==> config.mk <==
export PLATFORM = sky130hd
export DESIGN_NAME = ahb_burst_master_flat
export DESIGN_NICKNAME = d
export VERILOG_FILES = /design/src/rtl/ahb_burst_master_if.sv /design/src/rtl/ahb_burst_master.sv /design/src/flat_wrapper.sv
export SDC_FILE = /design/constraint.sdc
export NUM_CORES = 1
export LEC_CHECK = 0
export BUFFER_PORTS_ARGS = -buffer_cell sky130_fd_sc_hd__buf_2
export CORE_ASPECT_RATIO = 1.5
export CORE_MARGIN = 3
export CORE_UTILIZATION = 44
export DETAILED_ROUTE_END_ITERATION = 10
export PLACE_DENSITY_LB_ADDON = 0.1
export SLEW_MARGIN = 15
export SYNTH_ARGS = -nofsm -noshare
export SYNTH_HDL_FRONTEND = slang
export SYNTH_SLANG_ARGS = --single-unit
==> constraint.sdc <==
create_clock -name hclk -period 1.9 [get_ports hclk]
set_input_delay 0.095 -clock hclk [delete_from_list [all_inputs] [get_ports hclk]]
set_output_delay 0.095 -clock hclk [all_outputs]
set_load 0.03 [all_outputs]
==> src/rtl/ahb_burst_master_if.sv <==
// Command, write-FIFO, AHB and read-return signals of the burst master.
// The master modport is the DUT view; slave is the requester/bridge side.
interface ahb_burst_master_if #(
    parameter int ADDR_W = 32,
    parameter int DATA_W = 32,
    parameter int LEN_W  = 4
);
    logic              cmd_valid;
    logic              cmd_ready;
    logic              cmd_write;
    logic [ADDR_W-1:0] cmd_addr;
    logic [LEN_W-1:0]  cmd_len;
    logic [DATA_W-1:0] wr_data;
    logic              wr_pop;
    logic [ADDR_W-1:0] haddr;
    logic [1:0]        htrans;
    logic              hwrite;
    logic [DATA_W-1:0] hwdata;
    logic              hreadyin;
    logic              hr_readyout;
    logic [1:0]        hresp;
    logic [DATA_W-1:0] hrdata;
    logic              rd_valid;
    logic [DATA_W-1:0] rd_data;
    logic              done;
    logic              err;

    modport master (
        input  cmd_valid, cmd_write, cmd_addr, cmd_len, wr_data,
        input  hr_readyout, hresp, hrdata,
        output cmd_ready, wr_pop, haddr, htrans, hwrite, hwdata, hreadyin,
        output rd_valid, rd_data, done, err
    );

    modport slave (
        output cmd_valid, cmd_write, cmd_addr, cmd_len, wr_data,
        output hr_readyout, hresp, hrdata,
        input  cmd_ready, wr_pop, haddr, htrans, hwrite, hwdata, hreadyin,
        input  rd_valid, rd_data, done, err
    );
endinterface

==> src/rtl/ahb_burst_master.sv <==
// AHB-Lite burst master: turns single/INCR commands into pipelined NONSEQ/SEQ
// transfers, restarting with NONSEQ at every 1KB boundary, and aborts on ERROR.
module ahb_burst_master #(
    parameter int ADDR_W = 32,
    parameter int DATA_W = 32,
    parameter int LEN_W  = 4
) (
    input  logic                hclk,
    input  logic                hresetn,
    ahb_burst_master_if.master  bus
);
    typedef enum logic [1:0] {ST_IDLE, ST_ADDR, ST_LAST} state_e;
    typedef enum logic [1:0] {TR_IDLE = 2'b00, TR_NONSEQ = 2'b10, TR_SEQ = 2'b11} htrans_e;

    state_e            r_state,     w_state_nxt;
    htrans_e           r_htrans,    w_htrans_nxt;
    logic [ADDR_W-1:0] r_haddr,     w_haddr_nxt;
    logic              r_hwrite,    w_hwrite_nxt;
    logic [DATA_W-1:0] r_hwdata,    w_hwdata_nxt;
    logic [LEN_W:0]    r_remain,    w_remain_nxt;
    logic              r_dphase,    w_dphase_nxt;
    logic              r_dphase_wr, w_dphase_wr_nxt;
    logic              r_rd_valid,  w_rd_valid_nxt;
    logic [DATA_W-1:0] r_rd_data,   w_rd_data_nxt;
    logic              r_done,      w_done_nxt;
    logic              r_err,       w_err_nxt;

    logic              w_error;
    logic              w_dphase_done;
    logic              w_accept;
    logic [ADDR_W-1:0] w_addr_inc;

    // An ERROR response cancels whatever address phase overlaps it.
    assign w_error       = r_dphase && (bus.hresp == 2'b01);
    assign w_dphase_done = r_dphase && bus.hr_readyout;
    assign w_accept      = (r_htrans != TR_IDLE) && bus.hr_readyout && !w_error;
    assign w_addr_inc    = r_haddr + ADDR_W'(4);

    assign bus.cmd_ready = (r_state == ST_IDLE);
    assign bus.wr_pop    = w_accept && r_hwrite && !hresetn;
    assign bus.hreadyin  = bus.hr_readyout;
    assign bus.haddr     = r_haddr;
    assign bus.htrans    = r_htrans;
    assign bus.hwrite    = r_hwrite;
    assign bus.hwdata    = r_hwdata;
    assign bus.rd_valid  = r_rd_valid;
    assign bus.rd_data   = r_rd_data;
    assign bus.done      = r_done;
    assign bus.err       = r_err;

    always_comb begin
        // NOTE: every signal gets a default before any branch, so no path leaves one unassigned and no latch is inferred.
        w_state_nxt     = r_state;
        w_htrans_nxt    = r_htrans;
        w_haddr_nxt     = r_haddr;
        w_hwrite_nxt    = r_hwrite;
        w_hwdata_nxt    = r_hwdata;
        w_remain_nxt    = r_remain;
        w_dphase_nxt    = r_dphase;
        w_dphase_wr_nxt = r_dphase_wr;
        w_rd_valid_nxt  = 1'b0;
        w_rd_data_nxt   = r_rd_data;
        w_done_nxt      = 1'b0;
        w_err_nxt       = r_err;

        if (w_accept) begin
            w_dphase_nxt    = 1'b1;
            w_dphase_wr_nxt = r_hwrite;
            if (r_hwrite) begin
                w_hwdata_nxt = bus.wr_data;
            end
        end else if (w_dphase_done) begin
            w_dphase_nxt = 1'b0;
        end

        if (w_dphase_done && !r_dphase_wr && !w_error) begin
            w_rd_valid_nxt = 1'b1;
            w_rd_data_nxt  = bus.hrdata;
        end

        if (w_error) begin
            w_err_nxt = 1'b1;
        end

        case (r_state)
            ST_IDLE: begin
                if (bus.cmd_valid) begin
                    w_haddr_nxt  = {bus.cmd_addr[ADDR_W-1:2], 2'b00};
                    w_htrans_nxt = TR_NONSEQ;
                    w_hwrite_nxt = bus.cmd_write;
                    w_remain_nxt = {1'b0, bus.cmd_len};
                    w_err_nxt    = 1'b0;
                    w_state_nxt  = ST_ADDR;
                end
            end
            ST_ADDR: begin
                if (w_error) begin
                    w_htrans_nxt = TR_IDLE;
                    if (w_dphase_done) begin
                        w_done_nxt  = 1'b1;
                        w_state_nxt = ST_IDLE;
                    end else begin
                        w_state_nxt = ST_LAST;
                    end
                end else if (w_accept) begin
                    if (r_remain == '0) begin
                        w_htrans_nxt = TR_IDLE;
                        w_state_nxt  = ST_LAST;
                    end else begin
                        w_haddr_nxt  = w_addr_inc;
                        w_remain_nxt = r_remain - (LEN_W+1)'(1);
                        // A 1KB crossing (including the wrap to 0) must restart with NONSEQ.
                        w_htrans_nxt = (w_addr_inc[9:0] == 10'd0) ? TR_NONSEQ : TR_SEQ;
                    end
                end
            end
            ST_LAST: begin
                if (w_dphase_done) begin
                    w_done_nxt  = 1'b1;
                    w_state_nxt = ST_IDLE;
                end
            end
            default: begin
                w_state_nxt = ST_IDLE;
            end
        endcase
    end

    always_ff @(posedge hclk) begin
        // NOTE: state registers use non-blocking assignments so every flop samples pre-edge values.
        if (hresetn) begin
            r_state     <= ST_IDLE;
            r_htrans    <= TR_IDLE;
            r_haddr     <= '0;
            r_hwrite    <= 1'b0;
            r_hwdata    <= '0;
            r_remain    <= '0;
            r_dphase    <= 1'b0;
            r_dphase_wr <= 1'b0;
            r_rd_valid  <= 1'b0;
            r_rd_data   <= '0;
            r_done      <= 1'b0;
            r_err       <= 1'b0;
        end else begin
            r_state     <= w_state_nxt;
            r_htrans    <= w_htrans_nxt;
            r_haddr     <= w_haddr_nxt;
            r_hwrite    <= w_hwrite_nxt;
            r_hwdata    <= w_hwdata_nxt;
            r_remain    <= w_remain_nxt;
            r_dphase    <= w_dphase_nxt;
            r_dphase_wr <= w_dphase_wr_nxt;
            r_rd_valid  <= w_rd_valid_nxt;
            r_rd_data   <= w_rd_data_nxt;
            r_done      <= w_done_nxt;
            r_err       <= w_err_nxt;
        end
    end
endmodule

==> src/flat_wrapper.sv <==
// flat-port wrapper written by rule: the top's interface ports become plain ports
module ahb_burst_master_flat 
#(
    parameter int ADDR_W = 32,
    parameter int DATA_W = 32,
    parameter int LEN_W  = 4
)
  (hclk, hresetn, bus_cmd_valid, bus_cmd_write, bus_cmd_addr, bus_cmd_len, bus_wr_data, bus_hr_readyout, bus_hresp, bus_hrdata, bus_cmd_ready, bus_wr_pop, bus_haddr, bus_htrans, bus_hwrite, bus_hwdata, bus_hreadyin, bus_rd_valid, bus_rd_data, bus_done, bus_err);
  ahb_burst_master_if #(.ADDR_W(ADDR_W), .DATA_W(DATA_W), .LEN_W(LEN_W)) bus_i ();
  input  logic hclk;
  input  logic hresetn;
  input wire logic [$bits(bus_i.cmd_valid)-1:0] bus_cmd_valid;
  input wire logic [$bits(bus_i.cmd_write)-1:0] bus_cmd_write;
  input wire logic [$bits(bus_i.cmd_addr)-1:0] bus_cmd_addr;
  input wire logic [$bits(bus_i.cmd_len)-1:0] bus_cmd_len;
  input wire logic [$bits(bus_i.wr_data)-1:0] bus_wr_data;
  input wire logic [$bits(bus_i.hr_readyout)-1:0] bus_hr_readyout;
  input wire logic [$bits(bus_i.hresp)-1:0] bus_hresp;
  input wire logic [$bits(bus_i.hrdata)-1:0] bus_hrdata;
  output wire logic [$bits(bus_i.cmd_ready)-1:0] bus_cmd_ready;
  output wire logic [$bits(bus_i.wr_pop)-1:0] bus_wr_pop;
  output wire logic [$bits(bus_i.haddr)-1:0] bus_haddr;
  output wire logic [$bits(bus_i.htrans)-1:0] bus_htrans;
  output wire logic [$bits(bus_i.hwrite)-1:0] bus_hwrite;
  output wire logic [$bits(bus_i.hwdata)-1:0] bus_hwdata;
  output wire logic [$bits(bus_i.hreadyin)-1:0] bus_hreadyin;
  output wire logic [$bits(bus_i.rd_valid)-1:0] bus_rd_valid;
  output wire logic [$bits(bus_i.rd_data)-1:0] bus_rd_data;
  output wire logic [$bits(bus_i.done)-1:0] bus_done;
  output wire logic [$bits(bus_i.err)-1:0] bus_err;
  assign bus_i.cmd_valid = bus_cmd_valid;
  assign bus_i.cmd_write = bus_cmd_write;
  assign bus_i.cmd_addr = bus_cmd_addr;
  assign bus_i.cmd_len = bus_cmd_len;
  assign bus_i.wr_data = bus_wr_data;
  assign bus_i.hr_readyout = bus_hr_readyout;
  assign bus_i.hresp = bus_hresp;
  assign bus_i.hrdata = bus_hrdata;
  assign bus_cmd_ready = bus_i.cmd_ready;
  assign bus_wr_pop = bus_i.wr_pop;
  assign bus_haddr = bus_i.haddr;
  assign bus_htrans = bus_i.htrans;
  assign bus_hwrite = bus_i.hwrite;
  assign bus_hwdata = bus_i.hwdata;
  assign bus_hreadyin = bus_i.hreadyin;
  assign bus_rd_valid = bus_i.rd_valid;
  assign bus_rd_data = bus_i.rd_data;
  assign bus_done = bus_i.done;
  assign bus_err = bus_i.err;
  ahb_burst_master #(.ADDR_W(ADDR_W), .DATA_W(DATA_W), .LEN_W(LEN_W)) u_core (.hclk(hclk), .hresetn(hresetn), .bus(bus_i));
endmodule
==> summary.md <==
| Metric | Value |
|---|---|
| Status | `complete, but fails checks` |
| Violated checks | `negative setup slack` |
| Hold Crit Start | `bus_cmd_len[1]` |
| PwrDens | `1250 mW/mm^2` |
| Post-route setup slack | `-38.8 ps` |
| P&R area growth vs syn | `50.7%` |
| Internal reg-to-reg setup slack | `-40 ps` |
| Yosys warns | `0` |
| Via-to-Cell Ratio | `5.50` |
| Max Buffers Root-to-Sink | `2` |
| Initial Util | `between 40% and 50%` |
| Worst Path Required | `2180 ps` |
| Post-route ant nets | `0` |
| Gr usage total | `26.7%` |
| Critical Path Start Type | `flop` |
| GRT overflow | `0` |
| CTS tree | `done` |
| Vias | `between 6000 and 7000` |
| Total CTS buffers | `9` |
| Largest area contributor in the netlist | `dfxtp_1` |
| Root buf cell | `clkbuf_16` |
| Clock slew at reported path FFs | `80 ps` |
| Slew Viols, Final | `0` |
| Fin Setup TNS | `-125 ps` |
| DIE HEIGHT | `138 um` |
| Total Nets Final | `around 1100` |
| Max-cap violations | `0` |
| Mapped Area | `between 0.005 and 0.006 mm^2` |
| Post-DP Area | `0.00654 mm^2` |
| N_diodes | `0` |
| R2R cell count | `9` |
| Final hold viol count | `0` |
| Post-synth EDFFs | `0` |
| Tot Pwr | `0.00965 W` |
| Hold WS | `12.3 ps` |
| Gpl congestion | `0.870` |
| Hold Path Depth | `3` |
| Min cycle time layout | `1940 ps` |
| Leak pwr | `3.31 nW` |
| CP Capture Type | `flop` |
| Hold Path End | `u_core.r_remain[1]` |
| Io pins | `212` |
| Yosys cell types | `between 60 and 70` |
| Synthesized flop and latch total | `109` |
| Hold/Removal Path Class | `input pin to flop` |
| Post-synth ARST share | `0%` |
| Max H-tree Level | `3` |
| Port Buf Inserts | `207` |
| Latest clock arrival within the worst-skew pair | `350 ps` |
| Most frequent cells in the layout | `buf_2, nand2_1, dfxtp_1` |
| Yosys top cell area share | `a little over two fifths` |
| DIE AREA | `between 0.01 and 0.015 mm^2` |
| Skew final | `10.8 ps` |
| First drt pass iteration count | `5` |
| RSZ-0062 raised after global routing | `true` |
| Initial DRC count | `241` |
| DRC Markers | `0` |
| Top FF cell, synth | `dfxtp_1` |
| Max Fanout on Critical Path | `7` |
| Syn Inst Count | `661` |
| Max Fclk | `516 MHz` |
| Share of cells above drive strength 1 | `35.0%` |
| Detailed Route WL | `18000 um` |
| Post-Syn Area per Cell | `between 7 and 8 um^2` |
| Worst flop-to-flop path endpoint | `u_core.bus.haddr[19]` |
| Setup CP Type | `flop to flop` |
| Period Utilization, post-route | `102%` |
| Core area | `~0.011 mm^2` |
| Maximum VDD drop | `0.000785 V` |
| Final Core Density | `68.8%` |
| Most common cell after layout, fill and taps aside | `buf_2` |
| Avg WL per Cell | `between 15 and 20 um` |
| First-pass GRT wire length | `approximately 28000 um` |
| Sinks on Clock Net | `109` |
| Final setup violating endpoints | `6` |
| Pin count of the biggest net entering global routing | `43` |
| Die span in x | `between 90 and 100 um` |
| Seq/Total Area, Yosys | `42.8%` |
| Synth top area cells | `dfxtp_1, nand2_1, a21oi_1` |
| Antenna violations before repair | `0` |
| Fin area | `0.00769 mm^2` |
| Reg2reg start | `u_core.r_remain[1]` |
| Post-DP HPWL | `12200 um` |
| Num rows | `47` |
| CP arrival | `2220 ps` |
| Vias in the first global route | `5747` |
area by class of cell:
type | instances | area (um^2)
Tap cell | 147 | 184
Clock buffer | 10 | 239
Multi-Input combinational cell | 490 | 2750
Sequential cell | 109 | 2200
Timing Repair Buffer | 326 | 2180
Fill cell | 914 | 3480
Inverter | 12 | 48.8
Clock inverter | 6 | 78.8
where the power goes:
group,internal [W],switching (W),total (W)
Sequential,0.00268,0.000420,0.00310
Clock,0.00109,0.000911,0.00200
Combinational,0.00191,0.00264,0.00455
Total,0.00567,0.00397,0.00965
per-layer routing:
layer | vias up | GRT usage (%) | part of all wire (%)
li1 | 2886 | - | -
met1 | 2806 | 29.5 | 37
met2 | 304 | 49.6 | 53
met3 | 57 | 4.18 | 7.0
met4 | 0 | 11.8 | 3.5
met5 | - | 0 | 0
cells by family (layout without fill, tap and decap cells):
family	after synthesis	after routing	share of synthesized area (%)
muxes	2	2	0.417
other	1	2	0.0735
adders and majority gates	6	6	1.47
buffers and inverters	63	354	6.28
xor gates and xnor gates	3	3	0.515
AOI/OAI and AO/OA	173	173	20.3
DFF	109	109	42.8
and+or+nand+nor	304	304	28.1
flip-flops by register name, indices dropped and copies added (netlist names):
| signal | flops |
|---|---|
| u_core.bus.htrans | 2 |
| u_core.bus.hwdata | 32 |
| u_core.bus.done | 1 |
| u_core.bus.err | 1 |
| u_core.bus.rd_data | 32 |
| u_core.bus.hwrite | 1 |
| u_core.bus.haddr | 30 |
| u_core.r_state | 2 |
| u_core.bus.rd_valid | 1 |
| u_core.r_remain | 5 |
| u_core.r_dphase | 1 |
| u_core.r_dphase_wr | 1 |
cell usage after synthesis, types with 6 or more instances:
cell,number
buf_6,7
nand4_1,15
nor3_1,16
nand2_1,165
a21oi_1,94
a31oi_1,7
and3_1,8
nor2_1,36
nand3_1,15
o21ai_0,26
and4_1,6
clkbuf_1,34
nor4_1,9
dfxtp_1,109
inv_1,11
o21a_1,9
nand2b_1,6
ha_1,6
timing repair:
item / CTS / global route
pin swaps: 5 / 20
buffers inserted: 2 / 4
gates resized for setup: 9 / 38
gates cloned: 0 / 1
endpoints found under the setup margin: 8 / 30
hold endpoints to repair: 63 / 0
hold buffers: 63 / 0
metrics by stage:
stage | setup WS (ps) | std cells
after CTS | -17.3 | 1095
after floorplan | -12.5 | 662
final | -38.8 | 1100
after global placement | 22.9 | 1014
after detailed placement | -16.9 | 1014
after global routing | -104 | 1100
worst max-delay path: stages (launching register included):
cell and delay, ps:
dfxtp_2 330, inv_2 70, ha_4 130, or4b_4 500, a31o_4 280, nand2_4 90, buf_12 130, buf_8 120
o21ai_1 70, a21oi_1 140
how the worst max path moves through the flow:
stage | startpoint | to | cells past startpoint
final | u_core.r_remain[1] | u_core.bus.haddr[19] | 9
after detailed placement | u_core.r_remain[0] | u_core.bus.haddr[13] | 8
after CTS | u_core.r_remain[0] | u_core.bus.haddr[13] | 8
after global placement | u_core.r_remain[0] | u_core.bus.haddr[26] | 8
after global routing | u_core.r_remain[1] | u_core.bus.haddr[19] | 9
after floorplan | u_core.bus.haddr[14] | u_core.bus.haddr[30] | 5
(Power assumes the default switching activity.)
